## config.mk

```make
export PLATFORM = sky130hd
export DESIGN_NAME = pgm_loader
export DESIGN_NICKNAME = d
export VERILOG_FILES = /design/src/rtl/pgm_loader_pkg.sv /design/src/rtl/pgm_loader_write_seq.sv /design/src/rtl/pgm_loader.sv
export SDC_FILE = /design/constraint.sdc
export NUM_CORES = 1
export LEC_CHECK = 0
export CORE_AREA = 3 3 111 113
export CTS_CLUSTER_DIAMETER = 40
export DETAILED_ROUTE_END_ITERATION = 8
export DIE_AREA = 0 0 114 116
export PLACE_DENSITY = 0.95
export SYNTH_ARGS = -nofsm -noshare
export SYNTH_HDL_FRONTEND = slang
export SYNTH_SLANG_ARGS = --single-unit
```

## constraint.sdc

```tcl
create_clock -name clk -period 4.59 [get_ports clk]
set_input_delay 0.459 -clock clk [delete_from_list [all_inputs] [get_ports clk]]
set_output_delay 0.459 -clock clk [all_outputs]
set_load 0.05 [all_outputs]
```

## src/rtl/pgm_loader_pkg.sv

```systemverilog
// Shared types for the program loader: top-level state encoding and the
// write-strobe phase codes used by the setup/strobe/hold sequencer.
package pgm_loader_pkg;

    typedef enum logic [3:0] {
        ST_IDLE,
        ST_ACCEPT,
        ST_WRITE,
        ST_CHECK,
        ST_FILL,
        ST_RELEASE,
        ST_RUN,
        ST_ERR
    } state_t;

    typedef enum logic [1:0] {
        PH_IDLE,
        PH_SETUP,
        PH_STROBE,
        PH_HOLD
    } phase_t;

endpackage

```

## src/rtl/pgm_loader_write_seq.sv

```systemverilog
// IRAM write sequencer: SETUP (we_n=1) -> STROBE (we_n=0, one cycle) -> HOLD
// (we_n=1). A go seen during HOLD chains straight into the next SETUP so that
// back-to-back fill writes need no idle cycle.
module pgm_loader_write_seq
    import pgm_loader_pkg::*;
(
    input  logic clk,
    input  logic reset_n,
    input  logic go,
    output logic busy,
    output logic last_phase,
    output logic mem_we_n
);

    phase_t phase;

    assign busy       = (phase != PH_IDLE);
    assign last_phase = (phase == PH_HOLD);

    // Phase register and registered active-low write strobe.
    // NOTE: non-blocking assignments make every register see pre-edge values,
    // so phase and mem_we_n stay in lock-step regardless of statement order.
    always_ff @(posedge clk or negedge reset_n) begin
        if (!reset_n) begin
            phase    <= PH_IDLE;
            mem_we_n <= 1'b1;
        end else begin
            case (phase)
                PH_IDLE:   if (go) phase <= PH_SETUP;
                PH_SETUP:  begin
                    phase    <= PH_STROBE;
                    mem_we_n <= 1'b0;
                end
                PH_STROBE: begin
                    phase    <= PH_HOLD;
                    mem_we_n <= 1'b1;
                end
                PH_HOLD:   phase <= go ? PH_SETUP : PH_IDLE;
                default:   phase <= PH_IDLE;
            endcase
        end
    end

endmodule

```

## src/rtl/pgm_loader.sv

```systemverilog
// Program loader for instruction RAM: accepts a valid/ready word stream,
// writes it from address 0, zero-fills the rest of DEPTH, then hands the IRAM
// port back to the CPU and releases its reset RELEASE_DLY cycles later.
// Optional build macro LOADER_CHECKSUM_EN: after the last program word one
// extra beat is accepted and compared against the running sum of the words.
module pgm_loader
    import pgm_loader_pkg::*;
#(
    parameter int DATA_W      = 32,
    parameter int ADDR_W      = 10,
    parameter int DEPTH       = 1024,
    parameter int RELEASE_DLY = 2
) (
    input  logic              clk,
    input  logic              reset_n,
    input  logic              start,
    input  logic              s_valid,
    input  logic [DATA_W-1:0] s_data,
    input  logic              s_last,
    output logic              s_ready,
    output logic [ADDR_W-1:0] mem_addr,
    output logic [DATA_W-1:0] mem_wdata,
    output logic              mem_we_n,
    output logic              override,
    output logic              cpu_reset,
    output logic              done,
    output logic              error,
    output logic [ADDR_W:0]   word_count,
    output logic [DATA_W-1:0] checksum
);

`ifdef LOADER_CHECKSUM_EN
    localparam bit CK_EN = 1'b1;
`else
    localparam bit CK_EN = 1'b0;
`endif

    localparam logic [ADDR_W-1:0] TOP_ADDR = ADDR_W'(DEPTH - 1);

    state_t            state;
    logic              last_q;
    logic [7:0]        rel_cnt;
    logic [DATA_W-1:0] checksum_q;

    logic seq_go, seq_busy, hold_done;
    logic accept_fire, check_fire, at_top, fin_now;

    pgm_loader_write_seq u_write_seq (
        .clk        (clk),
        .reset_n    (reset_n),
        .go         (seq_go),
        .busy       (seq_busy),
        .last_phase (hold_done),
        .mem_we_n   (mem_we_n)
    );

    assign checksum = CK_EN ? checksum_q : '0;

    // Handshakes and the "program done, move to fill or release" decision.
    // NOTE: every always_comb output gets a default first so no latch is inferred.
    always_comb begin
        accept_fire = 1'b0;
        check_fire  = 1'b0;
        fin_now     = 1'b0;
        at_top      = (mem_addr == TOP_ADDR);
        if (state == ST_ACCEPT) accept_fire = s_ready && s_valid && !seq_busy;
        if (state == ST_CHECK)  check_fire  = s_ready && s_valid;
        if (state == ST_WRITE && hold_done && last_q && !CK_EN) fin_now = 1'b1;
        if (check_fire && s_data == checksum_q)                 fin_now = 1'b1;
        if (state == ST_FILL && hold_done)                      fin_now = 1'b1;
        seq_go = accept_fire || (fin_now && !at_top);
    end

    // Main loader FSM with registered outputs.
    always_ff @(posedge clk or negedge reset_n) begin
        if (!reset_n) begin
            state      <= ST_IDLE;
            s_ready    <= 1'b0;
            mem_addr   <= '0;
            mem_wdata  <= '0;
            override   <= 1'b1;
            cpu_reset  <= 1'b1;
            done       <= 1'b0;
            error      <= 1'b0;
            word_count <= '0;
            checksum_q <= '0;
            last_q     <= 1'b0;
            rel_cnt    <= '0;
        end else begin
            case (state)
                ST_IDLE, ST_RUN, ST_ERR: begin
                    if (start) begin
                        state      <= ST_ACCEPT;
                        s_ready    <= 1'b1;
                        override   <= 1'b1;
                        cpu_reset  <= 1'b1;
                        done       <= 1'b0;
                        error      <= 1'b0;
                        mem_addr   <= '0;
                        word_count <= '0;
                        checksum_q <= '0;
                    end
                end
                ST_ACCEPT: begin
                    if (accept_fire) begin
                        mem_wdata  <= s_data;
                        word_count <= word_count + 1'b1;
                        checksum_q <= checksum_q + s_data;
                        last_q     <= s_last;
                        s_ready    <= 1'b0;
                        state      <= ST_WRITE;
                    end
                end
                ST_WRITE: begin
                    if (hold_done && !last_q) begin
                        if (at_top) begin
                            state <= ST_ERR;
                            error <= 1'b1;
                        end else begin
                            mem_addr <= mem_addr + 1'b1;
                            s_ready  <= 1'b1;
                            state    <= ST_ACCEPT;
                        end
                    end else if (hold_done && CK_EN) begin
                        s_ready <= 1'b1;
                        state   <= ST_CHECK;
                    end
                end
                ST_CHECK: begin
                    if (check_fire) begin
                        s_ready <= 1'b0;
                        if (s_data != checksum_q) begin
                            state <= ST_ERR;
                            error <= 1'b1;
                        end
                    end
                end
                ST_RELEASE: begin
                    if (rel_cnt == 8'(RELEASE_DLY - 1)) begin
                        cpu_reset <= 1'b0;
                        done      <= 1'b1;
                        state     <= ST_RUN;
                    end else begin
                        rel_cnt <= rel_cnt + 1'b1;
                    end
                end
                default: ;
            endcase

            if (fin_now) begin
                if (at_top) begin
                    state    <= ST_RELEASE;
                    override <= 1'b0;
                    rel_cnt  <= '0;
                end else begin
                    mem_addr  <= mem_addr + 1'b1;
                    mem_wdata <= '0;
                    state     <= ST_FILL;
                end
            end
        end
    end

endmodule
```

==> results of run 1 <==
[worst register-to-register path, stage by stage, from the launching register on]
cell and delay (ns):
dfrtp_1 0.40, ha_1 0.39, a211oi_1 0.26, o31a_1 0.21
a21oi_1 0.11, nor4_1 0.30, a211oi_1 0.17, a2111oi_0 0.89
a2111oi_0 0.16, nand3b_1 0.22, a21o_1 0.15
[metrics by stage]
stage / cell area, sq um / utilization
floorplan: 6630 / -
global placement: 7440 / 0.651
detailed placement: 7440 / 0.651
CTS: 7780 / 0.681
global route: 7780 / 0.681
finish: 7780 / 0.681
[area by class of cell]
type / instances / area share
clock buffer: 9 / 0.0289
inverter: 20 / 0.00965
timing repair buffer: 102 / 0.129
sequential: 105 / 0.338
multi-input combinational: 592 / 0.456
clock inverter: 7 / 0.0153
tap: 143 / 0.0230
[layer usage]
metal,track usage,vias up,part of all wire
met5,0,-,0
met4,0.102,0,0.031
met3,0.0230,49,0.061
met2,0.388,236,0.47
met1,0.331,2730,0.44
li1,-,2741,-
[final timing paths]
check | to | depth (start not counted) | slack (ns) | from
max | checksum_q[31] | 11 | 1.03 | s_data[1]
min | checksum_q[15] | 1 | 0.24 | reset_n
max reg2reg | checksum_q[31] | 10 | 1.23 | checksum_q[14]
min reg2reg | checksum_q[4] | 2 | 0.49 | checksum_q[4]
max in group asynchronous | mem_wdata[29] | 2 | 3.39 | reset_n
min in group clk | checksum_q[4] | 2 | 0.49 | checksum_q[4]
[where the power goes]
part,switching [uW],internal [uW]
clock,359,533
sequential,296,1280
combinational,1830,1050
total,2480,2860
[registers in the layout (all words and copies together), names as in the netlist]
register and flops:
checksum_q 32, cpu_reset 1, done 1, error 1, last_q 1, mem_addr 10, mem_wdata 32, override 1
rel_cnt 8, s_ready 1, state 3, u_write_seq.mem_we_n 1, u_write_seq.phase 2, word_count 11
[Yosys cell counts (3+ instances only)]
master	count
a2111oi_0	3
a211oi_1	10
a21o_1	13
a21oi_1	72
a22o_1	7
a31oi_1	6
and3_1	13
buf_1	3
buf_2	3
buf_4	32
clkbuf_1	22
dfrtp_1	102
dfstp_2	3
ha_1	39
inv_1	20
nand2_1	121
nand2b_1	6
nand3_1	18
nand4_1	7
nor2_1	52
nor2b_1	4
nor3_1	12
nor4_1	5
o211ai_1	3
o21a_1	3
o21ai_0	60
o21bai_1	7
o31ai_1	3
or2_2	3
or3_1	10
or4_1	4
xnor2_1	17
xor2_1	21
[kinds of logic after synthesis]
logic type,Yosys count,share of synthesized area
simple gates,268,0.193
compound gates,212,0.201
flops,105,0.404
buf+inv,82,0.0686
fa+ha+maj,40,0.0780
xor+xnor,38,0.0511
mux,2,0.00346
other cells,1,0.000576
==> results_dict.tcl, run 1 <==
set metrics [dict create \
    max-vdd-ir-drop_mv 0.417 \
    register_area_sq_um 2630 \
    dr.pass1.iters 5 \
    crit_type "in -> reg" \
    yosys.area.top_type "dfrtp_1" \
    post-dp-hpwl_um 11000 \
    yosysWarnings 0 \
    clk_pin_slew_ns 0.07 \
    timing.critical_path.arrival_ns 3.81 \
    avgSynthCellArea_sq_um 8.70 \
    vias 5756 \
    max_freq_mhz 281 \
    multi_input_area_sq_um 3550 \
    track_usage 0.240 \
    path_delay_family "compound AO/OA/AOI/OAI gates" \
    numCtsBuffers 9 \
    post_synth_main_area_contributors "dfrtp_1 (39%), ha_1 (7.5%), nand2_1 (7.0%)" \
    cts-resized-gates 0 \
    netlist_area_sq_um 6510 \
    slowest_stage "a2111oi_0" \
    clock_latency_ns 0.35 \
    synth_ff_type "dfrtp_1" \
    n_antenna_cell 0 \
    period_share 0.776 \
    gp_congestion 0.900 \
    clock-skew-final_ns 0.00624 \
    endpoint_kind "flip-flop" \
    path_buf_inv 1 \
    finalPower_uw 5350 \
    dieArea_sq_um 13200 \
    cp.required_ns 4.84 \
    drive_above_1_share 0.0563 \
    antenna_found_initial 0 \
    start_util 0.570 \
    ctsHoldBuffers 0 \
    ant_nets 0 \
    clock-sinks 105 \
    fin_cells 978 \
    tightest_slew_ns 0.994 \
    synthCells 748 \
    startpoint_type "primary input" \
    worst_slack_ns 1.03 \
    p_leak_uw 0.00350 \
    place_inst 962 \
    slew_violations 0 \
    syn2layout_area_growth_pct 19.5 \
    wirelength_um 15700 \
    synth_seq_cells 105 \
    ys_types 67 \
    final_hold_viol_count 0 \
    dp_slack_ns 0.700 \
    drv_cap 0 \
    die_x_um 114 \
    cpPeakStageDelay_ns 0.89 \
    final_common_cell "nand2_1" \
    power_density_nw_per_um2 687 \
    synth_edf_count 0 \
    yosysTopAreaCellShare 0.392 \
    outcome "finished clean" \
    synth-seq-area-share 0.404 \
    slew_headroom 0.320 \
    fillCellCount 839 \
    via_per_inst 5.89 \
    rsz0062_at_grt "no" \
    root_buffer "clkbuf_16" \
    grt_overflow 0 \
    clockBufferDepth 2 \
    coreArea_sq_um 11400 \
    htreeDepth 3 \
    die_h_um 116 \
    crit_chain "clkdlybuf4s50_1 -> ha_1 -> a211oi_1 -> o21ai_0 -> nand3_1 -> a21bo_2 -> a211oi_1 -> a2111oi_0 -> a2111oi_0 -> nand3b_1 -> a21o_1" \
    boundaryPins 128 \
    grt_pass1_wl_um 26200 \
    cts_tree "built" \
    port_buffers 95 \
    drt-initial-drc-count 590 \
    setup_violations 0 \
    path_max_fanout 4 \
    period_needed_ns 3.56 \
    rows 39 \
    min_path_type "in -> async" \
    drc 0 \
    layout.nets 907 \
    setup_tns_ns 0 \
    first_global_vias 5474 \
    post_drt_wl_per_cell_um 16.0 \
    final_cell_mix "nand2_1 (121), dfrtp_1 (102), clkdlybuf4s50_1 (94)" \
    grt_max_degree 75 \
    fin_hold_ws_ns 0.236 \
    cts_setup_buffers 0 \
    ys_async_sr_fraction 1.00 \
]
(Power assumes the default switching activity.)
==> run 2, diff against run 1 <==
- CORE_AREA: 3 3 111 113 -> 3 3 121 123
- DIE_AREA: 0 0 114 116 -> 0 0 124 126
- PLACE_DENSITY: 0.95 -> 0.86
- clock period: 4.59 -> 3.24 ns (I/O delays scaled with it)
==> results_dict.tcl, run 2 (synthesis gave the netlist of run 1 again) <==
set metrics [dict create \
    outcome "finished clean" \
    drt-met1-wl_um 6970 \
    max_freq_mhz 328 \
    place_inst 1041 \
    final_common_cell "nand2_1" \
    routed.top_layer "met4" \
    wirelength_um 15900 \
    register_area_sq_um 2630 \
    root_buffer "clkbuf_16" \
    die_h_um 126 \
    coreArea_sq_um 13800 \
    p_comb_frac 0.564 \
    final_hold_viol_count 0 \
    min_path_type "in -> async" \
    clock_latency_ns 0.35 \
    clock-skew-final_ns 0.00879 \
    wl_met2_um 7770 \
    die_x_um 124 \
    via_per_inst 5.54 \
    final_cell_mix "nand2_1 (121), dfrtp_1 (102), clkdlybuf4s50_1 (94)" \
    power_density_nw_per_um2 945 \
    reg.largest.list "checksum_q (32), mem_wdata (32), word_count (11)" \
    track_usage 0.209 \
    grt_pass1_wl_um 26600 \
    endpoint_kind "flip-flop" \
    fin_hold_ws_ns 0.00991 \
    dp_slack_ns -0.209 \
    tightest_slew_ns 0.706 \
    drc 0 \
    timing.critical_path.arrival_ns 3.28 \
    post_drt_wl_per_cell_um 15.0 \
    cp.required_ns 3.47 \
    rows 43 \
    cts_tree "built" \
    numCtsBuffers 9 \
    post-dp-hpwl_um 11700 \
    power.switching_uw 3530 \
    antenna_found_initial 0 \
    clockBufferDepth 2 \
    rsz0062_at_grt "no" \
    dr_wl_met3_um 828 \
    start_util 0.473 \
    slew_headroom 0.530 \
    switching_share 0.458 \
    worst_slack_ns 0.190 \
    boundaryPins 128 \
    dieArea_sq_um 15600 \
    fin_cells 1059 \
    drt-initial-drc-count 502 \
    drive_above_1_share 0.102 \
    period_needed_ns 3.05 \
    grt_max_degree 54 \
    internal_power_uw 4170 \
    grt_overflow 0 \
    seqPwrFrac 0.289 \
    vias 5867 \
    ant_nets 0 \
    syn2layout_area_growth_pct 25.1 \
    clk_pin_slew_ns 0.07 \
    layout.nets 951 \
    pwr-share-clk 0.147 \
    setup_violations 0 \
    crit_type "in -> reg" \
    drv_cap 0 \
    max-vdd-ir-drop_mv 0.357 \
    gp_congestion 0.930 \
    r2r_end "mem_addr[5]" \
    fillCellCount 1198 \
    finalPower_uw 7700 \
    dr.pass1.iters 5 \
    multi_input_area_sq_um 3570 \
    slew_violations 0 \
    n_antenna_cell 0 \
    p_leak_uw 0.00370 \
    period_share 0.941 \
    startpoint_type "primary input" \
    first_global_vias 5595 \
    r2r_cells 9 \
    clock-sinks 105 \
    r2r-start "checksum_q[4]" \
    port_buffers 95 \
    htreeDepth 3 \
    path_max_fanout 4 \
    ctsHoldBuffers 0 \
    regToRegSetupSlack_ns 0.25 \
]
==> run 2: cell count changes in the layout (fill, tap and decap cells not counted), sizes merged <==
cell and change:
clkinvlp -1, clkbuf +3, buf +43, bufinv -2
o21ai +1
==> run 2: how the worst max path moves through the flow <==
stage	start	endpoint	depth (start not counted)
after floorplan	checksum_q[13]	mem_addr[3]	10
after global placement	s_data[4]	mem_addr[3]	10
after detailed placement	s_data[4]	mem_addr[6]	10
after CTS	s_data[4]	mem_addr[3]	12
after global routing	s_data[3]	mem_addr[5]	10
final	s_data[4]	mem_addr[5]	10
==> run 2: power groups by stage <==
stage               Sequential [uW]  Clock [uW]  Combinational, uW
floorplan                      2940           0               2230
global placement               2210           0               4190
detailed placement             2240           0               4280
CTS                            2220        1150               4310
global route                   2300        1200               4750
finish                         2220        1130               4340
==> run 2: through the flow <==
stage          TNS (ns)   util  instance area (sq um)
5_1_grt               0  0.591                   8140
3_3_place_gp      -2.13  0.567                   7820
2_1_floorplan         0      -                   6630
4_1_cts               0  0.590                   8120
3_5_place_dp      -4.01  0.567                   7820
6_report              0  0.591                   8140
==> run 2: per-layer routing <==
layer,vias up,track usage
met5,-,0
met2,175,0.349
met4,0,0.0638
li1,2835,-
met1,2829,0.281
met3,28,0.0296
==> run 2: critical path: stages <==
cell             delay (ns)
clkdlybuf4s50_1        0.43
ha_1                   0.32
or4_1                  0.56
a2111o_1               0.45
nor4_4                 0.25
a31oi_4                0.18
o311ai_0               0.21
o21ai_1                0.26
o21ai_0                0.20
o21ai_0                0.10
==> run 2: layout make-up <==
type / instances / share of cell area
Multi-Input combinational cell: 593 / 0.438
Inverter: 20 / 0.00922
Timing Repair Buffer: 145 / 0.164
Clock buffer: 12 / 0.0315
Sequential cell: 105 / 0.323
Clock inverter: 4 / 0.00630
Tap cell: 180 / 0.0277
==> run 2: timing repair <==
item / in CTS / in global routing
gates resized for setup: 0 / 1
setup endpoints to repair: 0 / 4
setup buffers: 0 / 1
==> run 3, diff against run 2 <==
- RECOVER_POWER: unset -> 50
==> results_dict.tcl, run 3 (synthesis gave the netlist of run 1 again) <==
set metrics [dict create \
    grt_use_met2 0.349 \
    gp_congestion 0.930 \
    grt_pass1_wl_um 26600 \
    tightest_slew_ns 1.35 \
    crit_type "in -> reg" \
    start_util 0.473 \
    final_common_cell "nand2_1" \
    clock-skew-final_ns 0.00691 \
    first_global_vias 5595 \
    clock-sinks 105 \
    max-vdd-ir-drop_mv 0.358 \
    port_buffers 95 \
    min_path_type "in -> async" \
    startpoint_type "primary input" \
    cp.required_ns 3.47 \
    rows 43 \
    coreArea_sq_um 13800 \
    die_h_um 126 \
    n_antenna_cell 0 \
    antenna_found_initial 0 \
    p_leak_uw 0.00376 \
    root_buffer "clkbuf_16" \
    reg.largest.list "checksum_q (32), mem_wdata (32), word_count (11)" \
    slew_violations 0 \
    outcome "finished clean" \
    setup_violations 0 \
    slowest_stage "or4_1" \
    power_density_nw_per_um2 939 \
    final_cell_mix "nand2_1 (121), dfrtp_1 (102), a21oi_1 (72)" \
    cpPeakStageDelay_ns 0.55 \
    post-dp-hpwl_um 11700 \
    drc 0 \
    boundaryPins 128 \
    layout.nets 951 \
    cts_tree "built" \
    ctsHoldBuffers 0 \
    drv_cap 0 \
    slew_headroom 0.102 \
    clockBufferDepth 2 \
    htreeDepth 3 \
    fin_cells 1059 \
    grtUsageMet1 0.281 \
    drive_above_1_share 0.101 \
    rsz0062_at_grt "no" \
    ant_nets 0 \
    place_inst 1041 \
    period_share 0.942 \
    vias 5848 \
    globalRouteMet3Util 0.0296 \
    numCtsBuffers 9 \
    endpoint_kind "flip-flop" \
    grt_max_degree 54 \
    dieArea_sq_um 15600 \
    timing.critical_path.arrival_ns 3.28 \
    wirelength_um 15900 \
    max_freq_mhz 328 \
    clock_latency_ns 0.35 \
    track_usage 0.209 \
    drt-initial-drc-count 517 \
    clk_pin_slew_ns 0.07 \
    via_per_inst 5.52 \
    period_needed_ns 3.05 \
    grt_overflow 0 \
    path_max_fanout 4 \
    die_x_um 124 \
    syn2layout_area_growth_pct 24.7 \
    crit_chain "clkdlybuf4s50_1 -> ha_1 -> or4_1 -> a2111o_1 -> nor4_4 -> a31oi_4 -> o311ai_0 -> o21ai_1 -> o21ai_0 -> o21ai_0" \
    finalPower_uw 7620 \
    grt_busiest_layer "met2" \
    final_hold_viol_count 0 \
    worst_path_most_repeated_cell "o21ai_0" \
    dr.pass1.iters 5 \
    post_drt_wl_per_cell_um 15.0 \
]
-- run 3: cell type report --
class | instances | area (sq um)
Clock buffer | 12 | 256
Clock inverter | 4 | 51.3
Fill cell | 1201 | 5650
Inverter | 20 | 75.1
Multi-Input combinational cell | 593 | 3570
Sequential cell | 105 | 2630
Tap cell | 180 | 225
Timing Repair Buffer | 145 | 1320
-- run 3: path summary, 6_finish.rpt --
kind	cells after the start	end	start	slack, ns
min	1	mem_addr[0]	reset_n	0.26
max in group asynchronous	2	mem_wdata[4]	reset_n	1.34
max	10	mem_addr[5]	s_data[4]	0.19
min reg2reg	2	checksum_q[2]	checksum_q[2]	0.48
max reg2reg	11	checksum_q[31]	checksum_q[14]	0.24
min in group clk	2	checksum_q[2]	checksum_q[2]	0.48
-- run 3: repair_timing --
| action | CTS | global route |
|---|---|---|
| setup endpoints to repair | 0 | 4 |
| setup buffers | 0 | 1 |
| gates resized for setup | 0 | 1 |
-- run 3: report_power, final --
part	internal [uW]	switching [uW]
Combinational	1660	2620
Clock	643	493
Sequential	1810	405
-- run 3: worst max-delay path, delay by kind of cell --
family / cells / cell delay (ns)
and+or+nand+nor: 2 / 0.80
buffers and inverters: 1 / 0.43
adders and majority gates: 1 / 0.32
AOI/OAI and AO/OA: 6 / 1.39
-- run 3: through the flow --
stage | setup slack, ns | TNS (ns) | cell area, sq um | hold WS, ns | utilization
3_3_place_gp | -0.154 | -2.13 | 7820 | 0.421 | 0.567
3_5_place_dp | -0.209 | -4.01 | 7820 | 0.424 | 0.567
2_1_floorplan | 0.321 | 0 | 6630 | 0.0284 | -
5_1_grt | 0.0350 | 0 | 8120 | 0.382 | 0.590
6_report | 0.187 | 0 | 8120 | 0.260 | 0.590
4_1_cts | 0.149 | 0 | 8120 | 0.0498 | 0.590
-- run 3: per-layer routing --
layer / up-vias / wire, um / share of wire
met5: - / 0 / 0
met4: 0 / 322 / 0.020
met3: 24 / 834 / 0.052
met2: 184 / 7780 / 0.49
met1: 2803 / 6970 / 0.44
li1: 2837 / - / -
